--- src/rtl/data_mem_arbiter_if.sv ---
// Bundle between two load/store requesters, the data_mem_arbiter and the data-memory top.
// slave: arbiter view; master: requester/memory side view.
interface data_mem_arbiter_if #(
  parameter int unsigned ADDR_WIDTH = 32
);
  logic [1:0]                 req_valid_i;
  logic [1:0]                 req_ready_o;
  logic [1:0]                 req_we_i;
  logic [1:0][1:0]            req_type_i;
  logic [1:0]                 req_sign_i;
  logic [1:0][ADDR_WIDTH-1:0] req_addr_i;
  logic [1:0][ADDR_WIDTH-1:0] req_wdata_i;
  logic [1:0]                 rsp_valid_o;
  logic                       rsp_err_o;
  logic [ADDR_WIDTH-1:0]      rsp_rdata_o;
  logic                       mem_write_en_o;
  logic [1:0]                 mem_type_o;
  logic                       mem_sign_o;
  logic [ADDR_WIDTH-1:0]      mem_addr_o;
  logic [ADDR_WIDTH-1:0]      mem_write_data_o;
  logic [ADDR_WIDTH-1:0]      mem_read_data_i;

  modport slave (
    input  req_valid_i, req_we_i, req_type_i, req_sign_i, req_addr_i, req_wdata_i,
           mem_read_data_i,
    output req_ready_o, rsp_valid_o, rsp_err_o, rsp_rdata_o,
           mem_write_en_o, mem_type_o, mem_sign_o, mem_addr_o, mem_write_data_o
  );

  modport master (
    output req_valid_i, req_we_i, req_type_i, req_sign_i, req_addr_i, req_wdata_i,
           mem_read_data_i,
    input  req_ready_o, rsp_valid_o, rsp_err_o, rsp_rdata_o,
           mem_write_en_o, mem_type_o, mem_sign_o, mem_addr_o, mem_write_data_o
  );
endinterface

--- src/rtl/data_mem_arbiter.sv ---
// Two-requester arbiter in front of a single-port data memory: IDLE -> ACCESS -> RESP per request.
// `define ARB_ROUND_ROBIN_EN for round-robin arbitration; otherwise requester 0 has fixed priority.
module data_mem_arbiter #(
  parameter int unsigned ADDR_WIDTH = 32
) (
  input logic               clk_i,
  input logic               rst_ni,
  data_mem_arbiter_if.slave bus
);

  typedef enum logic [1:0] {IDLE, ACCESS, RESP} state_e;

  state_e                state_q;
  logic                  grant_q;
  logic                  we_q;
  logic                  mis_q;
  logic                  mem_we_q;
  logic [1:0]            mem_type_q;
  logic                  mem_sign_q;
  logic [ADDR_WIDTH-1:0] mem_addr_q;
  logic [ADDR_WIDTH-1:0] mem_wdata_q;
  logic [1:0]            rsp_valid_q;
  logic                  rsp_err_q;
  logic [ADDR_WIDTH-1:0] rsp_rdata_q;

  logic                  win_d;
  logic [1:0]            ready_d;
  logic [1:0]            type_d;
  logic                  mis_d;

`ifdef ARB_ROUND_ROBIN_EN
  logic prio_q;

  // On a tie the pointer decides; afterwards priority passes to the other requester.
  always_comb win_d = (bus.req_valid_i == 2'b11) ? prio_q : ~bus.req_valid_i[0];

  always_ff @(posedge clk_i or negedge rst_ni) begin
    if (!rst_ni)          prio_q <= 1'b0;
    else if (|ready_d)    prio_q <= ~win_d;
  end
`else
  always_comb win_d = ~bus.req_valid_i[0];
`endif

  // Grant is combinational and forced low while reset is asserted.
  always_comb begin
    ready_d = 2'b00;
    if (rst_ni && (state_q == IDLE) && (|bus.req_valid_i)) begin
      ready_d = win_d ? 2'b10 : 2'b01;
    end
  end

  // Size 11 is folded into word before the alignment check.
  always_comb begin
    type_d = (bus.req_type_i[win_d] == 2'b11) ? 2'b10 : bus.req_type_i[win_d];
    mis_d  = ((type_d == 2'b01) && bus.req_addr_i[win_d][0]) ||
             ((type_d == 2'b10) && (bus.req_addr_i[win_d][1:0] != 2'b00));
  end

  always_ff @(posedge clk_i or negedge rst_ni) begin
    if (!rst_ni) begin
      state_q     <= IDLE;
      grant_q     <= 1'b0;
      we_q        <= 1'b0;
      mis_q       <= 1'b0;
      mem_we_q    <= 1'b0;
      mem_type_q  <= 2'b00;
      mem_sign_q  <= 1'b0;
      mem_addr_q  <= '0;
      mem_wdata_q <= '0;
      rsp_valid_q <= 2'b00;
      rsp_err_q   <= 1'b0;
      rsp_rdata_q <= '0;
    end else begin
      case (state_q)
        IDLE: begin
          if (|ready_d) begin
            grant_q     <= win_d;
            we_q        <= bus.req_we_i[win_d];
            mis_q       <= mis_d;
            mem_we_q    <= bus.req_we_i[win_d] & ~mis_d;
            mem_type_q  <= type_d;
            mem_sign_q  <= bus.req_sign_i[win_d];
            mem_addr_q  <= bus.req_addr_i[win_d];
            mem_wdata_q <= bus.req_wdata_i[win_d];
            state_q     <= ACCESS;
          end
        end
        ACCESS: begin
          rsp_valid_q <= grant_q ? 2'b10 : 2'b01;
          rsp_err_q   <= mis_q;
          rsp_rdata_q <= (we_q || mis_q) ? '0 : bus.mem_read_data_i;
          mem_we_q    <= 1'b0;
          mem_type_q  <= 2'b00;
          mem_sign_q  <= 1'b0;
          mem_addr_q  <= '0;
          mem_wdata_q <= '0;
          state_q     <= RESP;
        end
        RESP: begin
          rsp_valid_q <= 2'b00;
          rsp_err_q   <= 1'b0;
          rsp_rdata_q <= '0;
          state_q     <= IDLE;
        end
        default: state_q <= IDLE;
      endcase
    end
  end

  assign bus.req_ready_o      = ready_d;
  assign bus.rsp_valid_o      = rsp_valid_q;
  assign bus.rsp_err_o        = rsp_err_q;
  assign bus.rsp_rdata_o      = rsp_rdata_q;
  assign bus.mem_write_en_o   = mem_we_q;
  assign bus.mem_type_o       = mem_type_q;
  assign bus.mem_sign_o       = mem_sign_q;
  assign bus.mem_addr_o       = mem_addr_q;
  assign bus.mem_write_data_o = mem_wdata_q;

endmodule
--- src/flat_wrapper.sv ---
// flat-port wrapper written by rule: the top's interface ports become plain ports
module data_mem_arbiter_flat 
#(
  parameter int unsigned ADDR_WIDTH = 32
)
  (clk_i, rst_ni, bus_req_valid_i, bus_req_we_i, bus_req_type_i, bus_req_sign_i, bus_req_addr_i, bus_req_wdata_i, bus_mem_read_data_i, bus_req_ready_o, bus_rsp_valid_o, bus_rsp_err_o, bus_rsp_rdata_o, bus_mem_write_en_o, bus_mem_type_o, bus_mem_sign_o, bus_mem_addr_o, bus_mem_write_data_o);
  data_mem_arbiter_if #(.ADDR_WIDTH(ADDR_WIDTH)) bus_i ();
  input logic clk_i;
  input logic rst_ni;
  input wire logic [$bits(bus_i.req_valid_i)-1:0] bus_req_valid_i;
  input wire logic [$bits(bus_i.req_we_i)-1:0] bus_req_we_i;
  input wire logic [$bits(bus_i.req_type_i)-1:0] bus_req_type_i;
  input wire logic [$bits(bus_i.req_sign_i)-1:0] bus_req_sign_i;
  input wire logic [$bits(bus_i.req_addr_i)-1:0] bus_req_addr_i;
  input wire logic [$bits(bus_i.req_wdata_i)-1:0] bus_req_wdata_i;
  input wire logic [$bits(bus_i.mem_read_data_i)-1:0] bus_mem_read_data_i;
  output wire logic [$bits(bus_i.req_ready_o)-1:0] bus_req_ready_o;
  output wire logic [$bits(bus_i.rsp_valid_o)-1:0] bus_rsp_valid_o;
  output wire logic [$bits(bus_i.rsp_err_o)-1:0] bus_rsp_err_o;
  output wire logic [$bits(bus_i.rsp_rdata_o)-1:0] bus_rsp_rdata_o;
  output wire logic [$bits(bus_i.mem_write_en_o)-1:0] bus_mem_write_en_o;
  output wire logic [$bits(bus_i.mem_type_o)-1:0] bus_mem_type_o;
  output wire logic [$bits(bus_i.mem_sign_o)-1:0] bus_mem_sign_o;
  output wire logic [$bits(bus_i.mem_addr_o)-1:0] bus_mem_addr_o;
  output wire logic [$bits(bus_i.mem_write_data_o)-1:0] bus_mem_write_data_o;
  assign bus_i.req_valid_i = bus_req_valid_i;
  assign bus_i.req_we_i = bus_req_we_i;
  assign bus_i.req_type_i = bus_req_type_i;
  assign bus_i.req_sign_i = bus_req_sign_i;
  assign bus_i.req_addr_i = bus_req_addr_i;
  assign bus_i.req_wdata_i = bus_req_wdata_i;
  assign bus_i.mem_read_data_i = bus_mem_read_data_i;
  assign bus_req_ready_o = bus_i.req_ready_o;
  assign bus_rsp_valid_o = bus_i.rsp_valid_o;
  assign bus_rsp_err_o = bus_i.rsp_err_o;
  assign bus_rsp_rdata_o = bus_i.rsp_rdata_o;
  assign bus_mem_write_en_o = bus_i.mem_write_en_o;
  assign bus_mem_type_o = bus_i.mem_type_o;
  assign bus_mem_sign_o = bus_i.mem_sign_o;
  assign bus_mem_addr_o = bus_i.mem_addr_o;
  assign bus_mem_write_data_o = bus_i.mem_write_data_o;
  data_mem_arbiter #(.ADDR_WIDTH(ADDR_WIDTH)) u_core (.clk_i(clk_i), .rst_ni(rst_ni), .bus(bus_i));
endmodule
--- config.mk ---
export PLATFORM = sky130hd
export DESIGN_NAME = data_mem_arbiter_flat
export DESIGN_NICKNAME = d
export VERILOG_FILES = /design/src/rtl/data_mem_arbiter_if.sv /design/src/rtl/data_mem_arbiter.sv /design/src/flat_wrapper.sv
export SDC_FILE = /design/constraint.sdc
export NUM_CORES = 1
export LEC_CHECK = 0
export CAP_MARGIN = 20
export CORE_UTILIZATION = 39
export DETAILED_ROUTE_END_ITERATION = 12
export PLACE_DENSITY = 0.9
export SKIP_CTS_REPAIR_TIMING = 1
export SYNTH_ARGS = -nofsm -noshare
export SYNTH_HDL_FRONTEND = slang
export SYNTH_SLANG_ARGS = --single-unit
export TNS_END_PERCENT = 10
--- constraint.sdc ---
create_clock -name clk_i -period 2 [get_ports clk_i]
set_clock_uncertainty 0.2 [all_clocks]
set_input_delay 0.2 -clock clk_i [delete_from_list [all_inputs] [get_ports clk_i]]
set_output_delay 0.2 -clock clk_i [all_outputs]
set_load 0.02 [all_outputs]
# Yosys cells after proc, flatten, opt, wreduce, memory -nomap -nowiden
# Index checks and enable logic that the tools add are counted.
dict set report word_totals {
  in_bits 172
  register_bits 108
  output_inout_bits 105
  word_cells 66
}
dict set report classes {
  n_mux 30
  bitwise_logic 3
  order_cmp 1
  n_reduce_logical 14
  n_eq_ne 6
}
# cell count
set op_table {}
lappend op_table {{$mux W32} 7}
lappend op_table {{$pmux W32 S2} 3}
lappend op_table {{$mux W2} 8}
lappend op_table {{$pmux W2 S2} 3}
lappend op_table {{$eq A2 B2 Y1 const B} 3}
lappend op_table {{$mux W1} 6}
lappend op_table {{$pmux W1 S2} 3}
lappend op_table {{$reduce_bool A2 Y1} 3}
lappend op_table {{$eq A2 B1 Y1 const B} 2}
lappend op_table {{$logic_and A1 B1 Y1} 4}
lappend op_table {{$reduce_and A2 Y1} 2}
lappend op_table {{$reduce_or A2 Y1} 2}
lappend op_table {{$logic_not A2 Y1} 1}
lappend op_table {{$logic_or A1 B1 Y1} 2}
lappend op_table {{$lt A1 B2 Y1 const B} 1}
lappend op_table {{$ne A2 B2 Y1 const B} 1}
lappend op_table {{$not A1 Y1} 2}
lappend op_table {{$and A1 B1 Y1} 1}

# Longest topological paths before layout
dict set report depth {
  ltp_word 12
  mapped_depth 7
  ltp_nobuf 5
}

# Worst setup path before layout
# Ideal clock, no wire load.
dict set report synth_timing {
  path_kind {reg2out}
  startpoint {reg u_core.state_q[0]}
  endpoint {out bus_req_ready_o[1]}
  path_buffers 1
  t_arrival_ns 1.363
  stages_incl_launch_ff 6
  setup_slack_ns 0.237
  cell_sequence {dfrtp_1 inv_1 ha_1 o211ai_2 buf_2 nor2_1}
}
dict set report synth_via {
  elab_chain_len 4
}
# element line
set synth_lines {}
lappend synth_lines {{start: declaration} data_mem_arbiter.sv:13} ;# state_e state_q;
lappend synth_lines {{start signal: assignment} data_mem_arbiter.sv:62} ;# state_q <= IDLE;
lappend synth_lines {{start signal: assignment} data_mem_arbiter.sv:86} ;# state_q <= ACCESS;
lappend synth_lines {{start signal: assignment} data_mem_arbiter.sv:98} ;# state_q <= RESP;
lappend synth_lines {{$logic_not A2 Y1} data_mem_arbiter.sv:48} ;# if (rst_ni && (state_q == IDLE) && (|bus.req_valid_i)) begin
lappend synth_lines {{$logic_and A1 B1 Y1 (2 in a row)} data_mem_arbiter.sv:48}
lappend synth_lines {{$mux W2} data_mem_arbiter.sv:48}
lappend synth_lines {{end: declaration} flat_wrapper.sv:17} ;# output wire logic [$bits(bus_i.req_ready_o)-1:0] bus_req_ready_o;
# No other way between the ends.

# Final worst setup path
dict set report layout_timing {
  startpoint {reg u_core.state_q[0]}
  endpoint {reg u_core.mem_addr_q[2], in the netlist u_core.bus.mem_addr_o[2]}
}
dict set report layout_via {
  elab_chain_len 7
}
# element line
set layout_lines {}
lappend layout_lines {{$logic_not A2 Y1} {data_mem_arbiter.sv:48, data_mem_arbiter.sv:75}}
lappend layout_lines {{$logic_and A1 B1 Y1 (2 in a row)} data_mem_arbiter.sv:48}
lappend layout_lines {{$mux W2} data_mem_arbiter.sv:48}
lappend layout_lines {{$reduce_or A2 Y1} data_mem_arbiter.sv:77} ;# if (|ready_d) begin
lappend layout_lines {{$ne A2 B2 Y1 (no line)} n/a}
lappend layout_lines {{$reduce_and A2 Y1 (no line)} n/a}
lappend layout_lines {{end signal: assignment} data_mem_arbiter.sv:84} ;# mem_addr_q <= bus.req_addr_i[win_d];
lappend layout_lines {{end: declaration} data_mem_arbiter.sv:20} ;# logic [ADDR_WIDTH-1:0] mem_addr_q;
# Several ways; a longest one is shown, not always the timed one.
# A chain may end at the register's enable or synchronous reset.

==> results.py <==
metrics = {
    "timing": {
        "worst_slew_pin_slew_ns": 0.524,
        "fin_crit_ns": 1.93,
        "rsz0062_at_grt": "no",
        "worst_slew_margin_rel": 0.651,
        "max_freq_ghz": 0.518,
        "finalMaxSlewViolations": 0,
        "tns_ns": 0,
        "setup_viol": 0,
        "period_share": 0.965,
        "finalHoldViolations": 0,
    },
    "critical_path": {
        "cp-end-kind": "register",
        "crit_path_max_incr_delay_ns": 0.37,
        "cp_data_required_time_ns": 2.05,
        "crit_type": "reg2reg",
        "crit_arrival_ns": 1.98,
        "r2r_setup_slack_ns": 0.07,
        "cp_slowest_cell": "dfrtp_1",
        "cpLargestDelayFamily": "compound AO/OA/AOI/OAI gates",
        "start_kind": "register",
        "path_buf_inv": 3,
        "crit_path_cell_trace": "inv_1, ha_1, buf_4, o211a_4, a21oi_4, buf_12, o2bb2ai_1",
        "cp_max_fo": 44,
    },
    "cts": {
        "cts.sinks": 108,
        "clockRootBuffer": "clkbuf_16",
        "cts_buffers": 9,
        "cts_buffer_depth": 2,
        "insertion_delay_ns": 0.35,
        "cts_tree": "done",
        "clkTransAtPathRegs_ns": 0.07,
        "htreeDepth": 3,
    },
    "final_layout": {
        "final_nets": 875,
        "postLayoutCoreUtil": 0.676,
        "instances_no_fill": 872,
        "antennaDiodeCount": 0,
        "layout.cell_area.non_filler_um2": 8190,
        "syn2layout_area_growth_pct": 67.8,
        "drive_gt1_frac": 0.0568,
    },
    "die": {
        "row_count": 40,
        "dieArea_um2": 13000,
        "die_h_um": 114,
        "core-area_um2": 12100,
        "ios": 277,
        "start_util": 0.403,
        "die_w_um": 114,
    },
    "placement": {
        "routabilityCongestion": 0.757,
        "placedInstanceArea_um2": 7890,
        "dp_cells": 855,
        "dpl.hpwl_um": 11200,
        "place.port_buffers": 276,
    },
    "logic_synthesis": {
        "synth-seq-cells": 108,
        "seq_area_frac_synth": 0.554,
        "syn_area_um2": 4880,
        "synth_fp_nets": 603,
        "ys_types": 31,
        "synthCells": 427,
        "avgSynthCellArea_um2": 11.4,
        "synth_warnings": 0,
    },
    "drt": {
        "via_count": 4314,
        "vias_per_cell": 4.95,
        "firstDrtPassIters": 4,
        "post-route-drc-count": 0,
        "ant_nets": 0,
        "drt-initial-drc-count": 246,
        "wire_per_inst_um": 17.2,
        "routed_wl_um": 15000,
    },
    "global_route": {
        "grt_max_degree": 100,
        "grt_remaining_overflow": 0,
        "first_global_vias": 4542,
        "grt_util_all_layers": 0.232,
        "grt_antenna_before_repair": 0,
        "grt_pass1_wl_um": 23100,
    },
    "power": {
        "powerDensity_nw_per_um2": 1350,
        "p_total_mw": 11.0,
        "p_sw_mw": 4.23,
        "pwr-share-clk": 0.161,
        "p_sw_frac": 0.384,
        "p_leak_nw": 3.61,
        "vdd_ir_drop_max_mv": 0.921,
        "p_int_mw": 6.79,
        "pwr-share-seq": 0.330,
        "combinationalPowerShare": 0.509,
    },
    "min_path": {
        "hold_path.class": "in2async",
    },
    "run": {
        "cap_violations": 0,
    },
    "outcome": {
        "status": "finished clean",
    },
}
==> area by class of cell <==
class                      instances  area, um2
inverter                          39        146
clock buffer                      10        229
tap                              168        210
sequential                       108       2700
fill                             922       3920
clock inverter                     6       63.8
multi-input combinational        248       1870
timing repair buffer             293       2960
==> placed cells by master (no fill, tap or decap), types with 2 or more instances in the layout <==
cell type        instances
clkdlybuf4s50_1        272
dfrtp_1                108
mux2i_1                 66
o2bb2ai_1               54
inv_1                   39
nand2_1                 35
o21ai_0                 34
nor3_1                  14
a21o_1                  13
buf_4                   11
clkbuf_16                9
nor2_1                   6
buf_12                   6
o21ai_1                  5
ha_1                     4
nand3b_1                 2
clkinvlp_4               2
clkinv_2                 2
==> cells by family after synthesis <==
kind of cell	synth area share
AO/OA/AOI/OAI	0.178
adder cells (fa/ha/maj)	0.0103
buffers and inverters	0.0644
flip-flops	0.554
multiplexers	0.138
AND/OR/NAND/NOR	0.0559
==> sequential cells by signal, indices dropped and copies added, names as in the netlist <==
name                         flops
u_core.bus.rsp_valid_o           2
u_core.bus.rsp_rdata_o          32
u_core.bus.mem_write_data_o     32
u_core.mis_q                     1
u_core.bus.rsp_err_o             1
u_core.we_q                      1
u_core.bus.mem_write_en_o        1
u_core.state_q                   2
u_core.bus.mem_type_o            2
u_core.bus.mem_sign_o            1
u_core.bus.mem_addr_o           32
u_core.grant_q                   1
==> metrics by stage <==
stage	hold slack, ns	worst slack [ns]
finish	0.0528	0.0702
global placement	-0.138	0.0454
detailed placement	-0.134	0.0374
CTS	-0.511	-0.308
global route	0.0597	0.0168
floorplan	-0.296	0.237
==> per-layer routing <==
layer | up-vias | global-route usage | wire (um)
met2 | 165 | 0.413 | 7840
li1 | 2040 | - | -
met3 | 19 | 0.0701 | 992
met1 | 2090 | 0.267 | 5860
met4 | 0 | 0.0701 | 285
met5 | - | 0 | 0
==> power by group through the flow <==
stage / clock, mW / combinational, mW / sequential, mW
finish: 1.77 / 5.60 / 3.64
global route: 1.89 / 5.94 / 3.75
detailed placement: 0 / 5.63 / 3.63
floorplan: 0 / 1.78 / 4.61
CTS: 1.82 / 5.64 / 3.64
global placement: 0 / 5.46 / 3.61
==> synth_stat cells, drive strengths merged <==
library cell | number | area (um2)
a31oi | 1 | 6.26
buf | 26 | 145
mux2 | 1 | 11.3
o211ai | 2 | 20.0
o211a | 1 | 17.5
a21oi | 2 | 21.3
a32oi | 1 | 8.76
dfrtp | 108 | 2700
nand2b | 1 | 6.26
nor4b | 1 | 15.0
nor3 | 14 | 70.1
nand3b | 2 | 15.0
a21o | 13 | 97.6
o32a | 1 | 10.0
and3 | 1 | 6.26
o31a | 1 | 8.76
clkbuf | 6 | 22.5
ha | 4 | 50.1
mux2i | 66 | 661
o21ai | 39 | 195
nor2 | 6 | 22.5
o2bb2ai | 54 | 473
inv | 39 | 146
nand2 | 35 | 131
nor2b | 1 | 6.26
a32o | 1 | 10.0
==> worst paths after layout <==
path | startpoint | to | depth (start not counted)
max in group asynchronous | rst_ni | u_core.bus.mem_write_data_o[8] | 3
hold / removal | rst_ni | u_core.state_q[0] | 2
setup reg to reg | u_core.state_q[0] | u_core.bus.mem_addr_o[2] | 7
min in group clk_i | bus_req_valid_i[0] | u_core.grant_q | 3
hold reg to reg | u_core.bus.mem_write_data_o[27] | u_core.bus.mem_write_data_o[27] | 1
setup / recovery | u_core.state_q[0] | u_core.bus.mem_addr_o[2] | 7
No activity file was read; power rests on OpenSTA's default activity.
